File: config.mk
export PLATFORM = sky130hd
export DESIGN_NAME = seq_divider
export DESIGN_NICKNAME = d
export VERILOG_FILES = /design/src/rtl/seq_divider_pkg.sv /design/src/rtl/seq_divider_div_step.sv /design/src/rtl/seq_divider.sv
export SDC_FILE = /design/constraint.sdc
export NUM_CORES = 1
export LEC_CHECK = 0
export ABC_AREA = 0
export ABC_CLOCK_PERIOD_IN_PS = 4800
export CORE_ASPECT_RATIO = 1.1
export CORE_MARGIN = 4
export CORE_UTILIZATION = 40
export CTS_CLUSTER_SIZE = 12
export DETAILED_ROUTE_END_ITERATION = 12
export GPL_ROUTABILITY_DRIVEN = 0
export PLACE_DENSITY_LB_ADDON = 0.15
export SYNTH_ARGS = -nofsm -noshare
export SYNTH_HDL_FRONTEND = slang
export SYNTH_SLANG_ARGS = --single-unit
File: constraint.sdc
create_clock -name clock -period 4.8 [get_ports clock]
set_clock_uncertainty 0.05 [all_clocks]
set_input_delay 0.96 -clock clock [delete_from_list [all_inputs] [get_ports clock]]
set_output_delay 0.96 -clock clock [all_outputs]
set_load 0.02 [all_outputs]
File: src/rtl/seq_divider_pkg.sv
// Shared types and helpers for the multi-cycle restoring divider.
package seq_divider_pkg;

    typedef enum logic [1:0] {
        IDLE = 2'd0,
        RUN  = 2'd1,
        DONE = 2'd2
    } state_e;

    // Iteration counter must hold the value WIDTH itself.
    function automatic int cnt_width(input int w);
        return $clog2(w + 1);
    endfunction

endpackage

File: src/rtl/seq_divider_div_step.sv
// One combinational restoring-division step: shift in a dividend bit, try to subtract the divisor.
module div_step #(
    parameter int WIDTH = 32
) (
    input  logic [WIDTH:0]   rem_in,
    input  logic [WIDTH-1:0] divisor,
    input  logic             bit_in,
    output logic [WIDTH:0]   rem_out,
    output logic             q_bit
);

    logic [WIDTH+1:0] shifted;
    logic [WIDTH:0]   diff;

    // When the subtraction succeeds the result is below the divisor, so WIDTH+1 bits suffice.
    always_comb begin
        shifted = {rem_in, bit_in};
        q_bit   = (shifted >= {2'b00, divisor});
        diff    = shifted[WIDTH:0] - {1'b0, divisor};
        rem_out = q_bit ? diff : shifted[WIDTH:0];
    end

endmodule

File: src/rtl/seq_divider.sv
// Parametrised multi-cycle signed/unsigned restoring divider with busy/done handshake and divide-by-zero flag.
module seq_divider
    import seq_divider_pkg::*;
#(
    parameter int WIDTH = 32
) (
    input  logic             clock,
    input  logic             reset,
    input  logic             start,
    input  logic             signed_mode,
    input  logic [WIDTH-1:0] a,
    input  logic [WIDTH-1:0] b,
    output logic             busy,
    output logic             done,
    output logic             dbz,
    output logic [WIDTH-1:0] q,
    output logic [WIDTH-1:0] r
);

    localparam int CNT_W = cnt_width(WIDTH);

    state_e             state_q, state_d;
    logic [CNT_W-1:0]   cnt_q, cnt_d;
    logic [WIDTH:0]     rem_q, rem_d;
    logic [WIDTH-1:0]   dvd_q, dvd_d;
    logic [WIDTH-1:0]   div_q, div_d;
    logic               neg_q_q, neg_q_d;
    logic               neg_r_q, neg_r_d;
    logic [WIDTH-1:0]   q_q, q_d;
    logic [WIDTH-1:0]   r_q, r_d;
    logic               dbz_q, dbz_d;

    logic               accept, b_zero, last;
    logic               a_neg, b_neg;
    logic [WIDTH-1:0]   a_mag, b_mag;
    logic [WIDTH:0]     step_rem;
    logic               step_bit;
    logic [WIDTH-1:0]   quo_mag, rem_mag;

    div_step #(.WIDTH(WIDTH)) u_step (
        .rem_in  (rem_q),
        .divisor (div_q),
        .bit_in  (dvd_q[WIDTH-1]),
        .rem_out (step_rem),
        .q_bit   (step_bit)
    );

    // state register
    always_ff @(posedge clock) begin
        if (reset) state_q <= IDLE;
        else       state_q <= state_d;
    end

    // next-state logic; DONE accepts a new start exactly like IDLE
    always_comb begin
        state_d = state_q;
        case (state_q)
            IDLE, DONE: begin
                if (start) state_d = b_zero ? DONE : RUN;
                else       state_d = IDLE;
            end
            RUN:     if (last) state_d = DONE;
            default: state_d = IDLE;
        endcase
    end

    // FSM outputs
    always_comb begin
        busy = (state_q == RUN);
        done = (state_q == DONE);
        dbz  = dbz_q;
        q    = q_q;
        r    = r_q;
    end

    always_comb begin
        accept  = start && (state_q != RUN);
        b_zero  = (b == '0);
        last    = (cnt_q == CNT_W'(1));
        a_neg   = signed_mode && a[WIDTH-1];
        b_neg   = signed_mode && b[WIDTH-1];
        a_mag   = a_neg ? -a : a;
        b_mag   = b_neg ? -b : b;
        quo_mag = {dvd_q[WIDTH-2:0], step_bit};
        rem_mag = step_rem[WIDTH-1:0];
    end

    // Dividend register doubles as the quotient shift register: dividend bits leave at the top, quotient bits enter at the bottom.
    always_comb begin
        cnt_d   = cnt_q;
        rem_d   = rem_q;
        dvd_d   = dvd_q;
        div_d   = div_q;
        neg_q_d = neg_q_q;
        neg_r_d = neg_r_q;
        q_d     = q_q;
        r_d     = r_q;
        dbz_d   = dbz_q;
        if (accept) begin
            if (b_zero) begin
                q_d   = '1;
                r_d   = a;
                dbz_d = 1'b1;
            end else begin
                cnt_d   = CNT_W'(WIDTH);
                rem_d   = '0;
                dvd_d   = a_mag;
                div_d   = b_mag;
                neg_q_d = a_neg ^ b_neg;
                neg_r_d = a_neg;
            end
        end
        if (state_q == RUN) begin
            cnt_d = cnt_q - CNT_W'(1);
            rem_d = step_rem;
            dvd_d = quo_mag;
            if (last) begin
                q_d   = neg_q_q ? -quo_mag : quo_mag;
                r_d   = neg_r_q ? -rem_mag : rem_mag;
                dbz_d = 1'b0;
            end
        end
    end

    always_ff @(posedge clock) begin
        if (reset) begin
            cnt_q   <= '0;
            rem_q   <= '0;
            dvd_q   <= '0;
            div_q   <= '0;
            neg_q_q <= 1'b0;
            neg_r_q <= 1'b0;
            q_q     <= '0;
            r_q     <= '0;
            dbz_q   <= 1'b0;
        end else begin
            cnt_q   <= cnt_d;
            rem_q   <= rem_d;
            dvd_q   <= dvd_d;
            div_q   <= div_d;
            neg_q_q <= neg_q_d;
            neg_r_q <= neg_r_d;
            q_q     <= q_d;
            r_q     <= r_d;
            dbz_q   <= dbz_d;
        end
    end

endmodule

==> flow_summary_export.csv <==
group,metric,value,unit
placed_design,io_buffers,134,
grt,grt_pass1_vias,11220,
logic_synthesis,yosysSeqAreaShare,27.93,%
logic_synthesis,ys_warn_count,0,
clocking,cts-htree-levels,4,
sta,setup_viol,0,
sta,worst_pin_slew,1010,ps
worst_setup_path,r2r_end,"r[20]$_SDFF_PP0_",
worst_setup_path,crit_fanout,13,
sta,drv_slew,0,
hold_path,worstHoldStart,"div_q[31]$_SDFFE_PP0P_",
die,die_h,192.1,microns
cells_and_area,drive_gt1_share,6.315,%
grt,grt.overflow.total,0,
routing,drt_pass1_iterations,5,
cells_and_area,fillers,3105,
worst_setup_path,critical_path_required,5080,ps
clocking,clock_path_buffers,2,
clocking,cts-root-buf,"clkbuf_16",
worst_setup_path,r2r_cells,16,
routing,drtIter0Drc,808,
sta,rsz0062_at_grt,"false",
die,core_area,30430,sq um
cells_and_area,area.growth.synth_to_final,19.28,%
worst_setup_path,critPathCaptureType,"flop",
hold_path,min_path_type,"flop to flop",
worst_setup_path,max_stage_delay,550,ps
sta,maxSlewHeadroom,32.69,%
cells_and_area,diodes,0,
grt,grtUsageTotal,22.45,%
logic_synthesis,ys_types,86,
logic_synthesis,syn_area,12330,sq um
logic_synthesis,synth-edff-count,0,
sta,fin_crit_sh,93.98,%
run_status,status,"complete, no violations",
worst_setup_path,r2r_setup_slack,290,ps
sta,hold_viol_final,0,
worst_setup_path,crit_type,"flop to flop",
sta,setup_tns,0,ps
flow_run,max-cap-violations,0,
logic_synthesis,syn-instance-count,1648,
logic_synthesis,ys_seq_elements,172,
die,io_pins,135,
hold_path,hold_path_depth,2,
worst_setup_path,path_cells,"ha_1 > nand4_2 > or3_1 > o22a_1 > o22ai_1 > or3_4 > mux2i_1 > ha_1 > o2111ai_1 > nor2_1 > nand2_1 > o32a_1 > nand2b_4 > o21ai_0 > nor4b_1 > a221o_1",
logic_synthesis,avgSynthCellArea,7.481,sq um
clocking,clk_latency,440,ps
grt,antenna_found_initial,0,
die,die_w,175.4,microns
clocking,path_clk_slew,70,ps
logic_synthesis,synth-main-ff-cell,"dfxtp_1",
clocking,hold_buffers,0,
die,die-area,33700,sq um
die,initial_utilization,40.51,%
clocking,cts_buffers,17,
routing,wl,38.84,mm
sta,fmax,0.2217,GHz
hold_path,whs_endpoint,"div_q[31]$_SDFFE_PP0P_",
routing,drcViolationCount,0,
worst_setup_path,worst_path_max_delay_cell,"ha_1",
worst_setup_path,cp.arrival,4800,ps
clocking,clock-sinks,172,
worst_setup_path,critPathMostFrequentCell,"ha_1",
routing,routedWlPerCell,18.02,microns
cells_and_area,nets,1836,
worst_setup_path,critPathBufInv,0,
grt,grt_pass1_wl,61.27,mm
grt,grt_max_degree,127,
sta,timing.final.crit_period,4511,ps
worst_setup_path,cp-start-kind,"flop",
clocking,tritoncts,"done",
routing,ant_nets,0,
routing,vias_per_cell,5.613,
logic_synthesis,synthArstFlopShare,0,%
logic_synthesis,synth_nets,1755,
die,row_count,67,
worst_setup_path,path_delay_family,"compound AO/OA/AOI/OAI gates",
worst_setup_path,reg2reg_from,"rem_q[9]$_SDFFE_PP0P_",
routing,dr_total_vias,12100,
placed_design,hpwl,29.61,mm
[cell usage in the layout, fill, tap and decap left out, types with 4 or more instances in the layout]
cell type / netlist / final
xnor2_1: 70 / 70
o22ai_1: 4 / 4
inv_1: 58 / 58
nor4_1: 9 / 9
a22oi_1: 5 / 5
o21ai_1: 3 / 4
or2_2: 4 / 4
a311oi_1: 4 / 4
or3_1: 26 / 25
ha_1: 38 / 38
dfxtp_1: 172 / 172
nor2b_1: 14 / 14
a211oi_1: 105 / 105
o31ai_1: 23 / 23
o21bai_1: 4 / 4
o211ai_1: 37 / 37
mux2i_1: 38 / 38
a21o_1: 8 / 8
nor3b_1: 5 / 5
o41ai_1: 8 / 8
nor3_1: 64 / 64
and2_1: 11 / 9
clkdlybuf4s50_1: 0 / 133
or4_1: 11 / 11
o21ai_0: 62 / 61
nand2b_1: 8 / 7
a31oi_1: 38 / 38
buf_4: 3 / 43
a21oi_1: 123 / 123
nor2_1: 223 / 223
o21a_1: 13 / 13
xor2_1: 65 / 65
nand4_1: 20 / 20
o31a_1: 5 / 5
nand2_1: 157 / 157
clkbuf_16: 0 / 17
nand3_1: 27 / 27
bufinv_16: 0 / 4
[registers in the layout, indices dropped and copies added, names as in the netlist]
signal   cells
state_q      2
rem_q       33
div_q       32
dbz          1
q           32
r           32
neg_r_q      1
dvd_q       32
cnt_q        6
neg_q_q      1
[routing by layer]
metal	GRT usage, %	vias up	share of wire (%)
met1	29.28	5661	46
met4	7.767	0	2.7
met2	38.39	273	48
met3	2.874	51	3.8
li1	-	6117	-
met5	0	-	0
[kinds of logic after synthesis]
logic type / share of synthesized area, %
buf+inv: 6.110
simple gates: 22.98
compound gates: 26.08
flops: 27.93
mux: 3.288
xor+xnor: 9.591
fa+ha+maj: 4.019
[stage by stage]
step	hold WS, ps	instances	setup slack (ps)	utilization [%]	instance area [sq um]
finish	400.8	2156	289.1	48.32	14710
global route	431.2	2156	5.902	48.32	14710
CTS	403.4	2156	175.6	48.31	14700
detailed placement	396.2	2124	169.1	46.20	14060
global placement	393.3	2124	309.1	46.20	14060
floorplan	381.9	1648	35.24	-	12330
[worst max path at each step]
stage	depth (start not counted)	start	endpoint	slack, ps
final	16	rem_q[9]$_SDFFE_PP0P_	r[20]$_SDFF_PP0_	290
after floorplan	23	dvd_q[31]$_SDFFE_PP0P_	r[30]$_SDFF_PP0_	40
after detailed placement	14	b[0]	r[31]$_SDFF_PP0_	170
after global placement	14	b[0]	r[17]$_SDFF_PP0_	310
after global routing	16	rem_q[9]$_SDFFE_PP0P_	r[20]$_SDFF_PP0_	6
after CTS	19	dvd_q[31]$_SDFFE_PP0P_	r[30]$_SDFF_PP0_	180
[area by class of cell]
cell class / count / area [sq um] / share of cell area (%)
Clock buffer: 19 / 452.9 / 3.080
Clock inverter: 13 / 190.2 / 1.293
Inverter: 60 / 227.7 / 1.549
Multi-Input combinational cell: 1298 / 8148 / 55.41
Sequential cell: 172 / 3443 / 23.42
Tap cell: 414 / 518.0 / 3.522
Timing Repair Buffer: 180 / 1725 / 11.73
[what timing repair did]
action / in CTS / in global routing
endpoints found under the setup margin: 0 / 7
buffers inserted: 0 / 0
resized for setup: 0 / 1
[tightest hold or removal path: stages (launching register included)]
cell and delay, ps:
dfxtp_1 310, nand2_1 50, a21oi_1 50
[synth_stat cells, types with 11 or more instances]
cell	n	share of area, %
nor3_1	64	2.6
mux2i_1	38	3.1
a31oi_1	38	1.9
xnor2_1	70	5.0
buf_2	25	1.0
a21oi_1	123	5.0
nor2_1	223	6.8
dfxtp_1	172	28
or4_1	11	0.67
o31ai_1	23	1.4
nand2_1	157	4.8
and2_1	11	0.56
o211ai_1	37	2.3
ha_1	38	3.9
o21a_1	13	0.79
a211oi_1	105	6.4
xor2_1	65	4.6
or3_1	26	1.3
nand4_1	20	1.0
nor2b_1	14	0.71
o21ai_0	62	2.5
clkbuf_1	77	2.3
inv_1	58	1.8
nand3_1	27	1.1
Power is left out: the tool's default activity adds up to more than one toggle a clock period on the data nets, which glitch-free logic cannot reach.
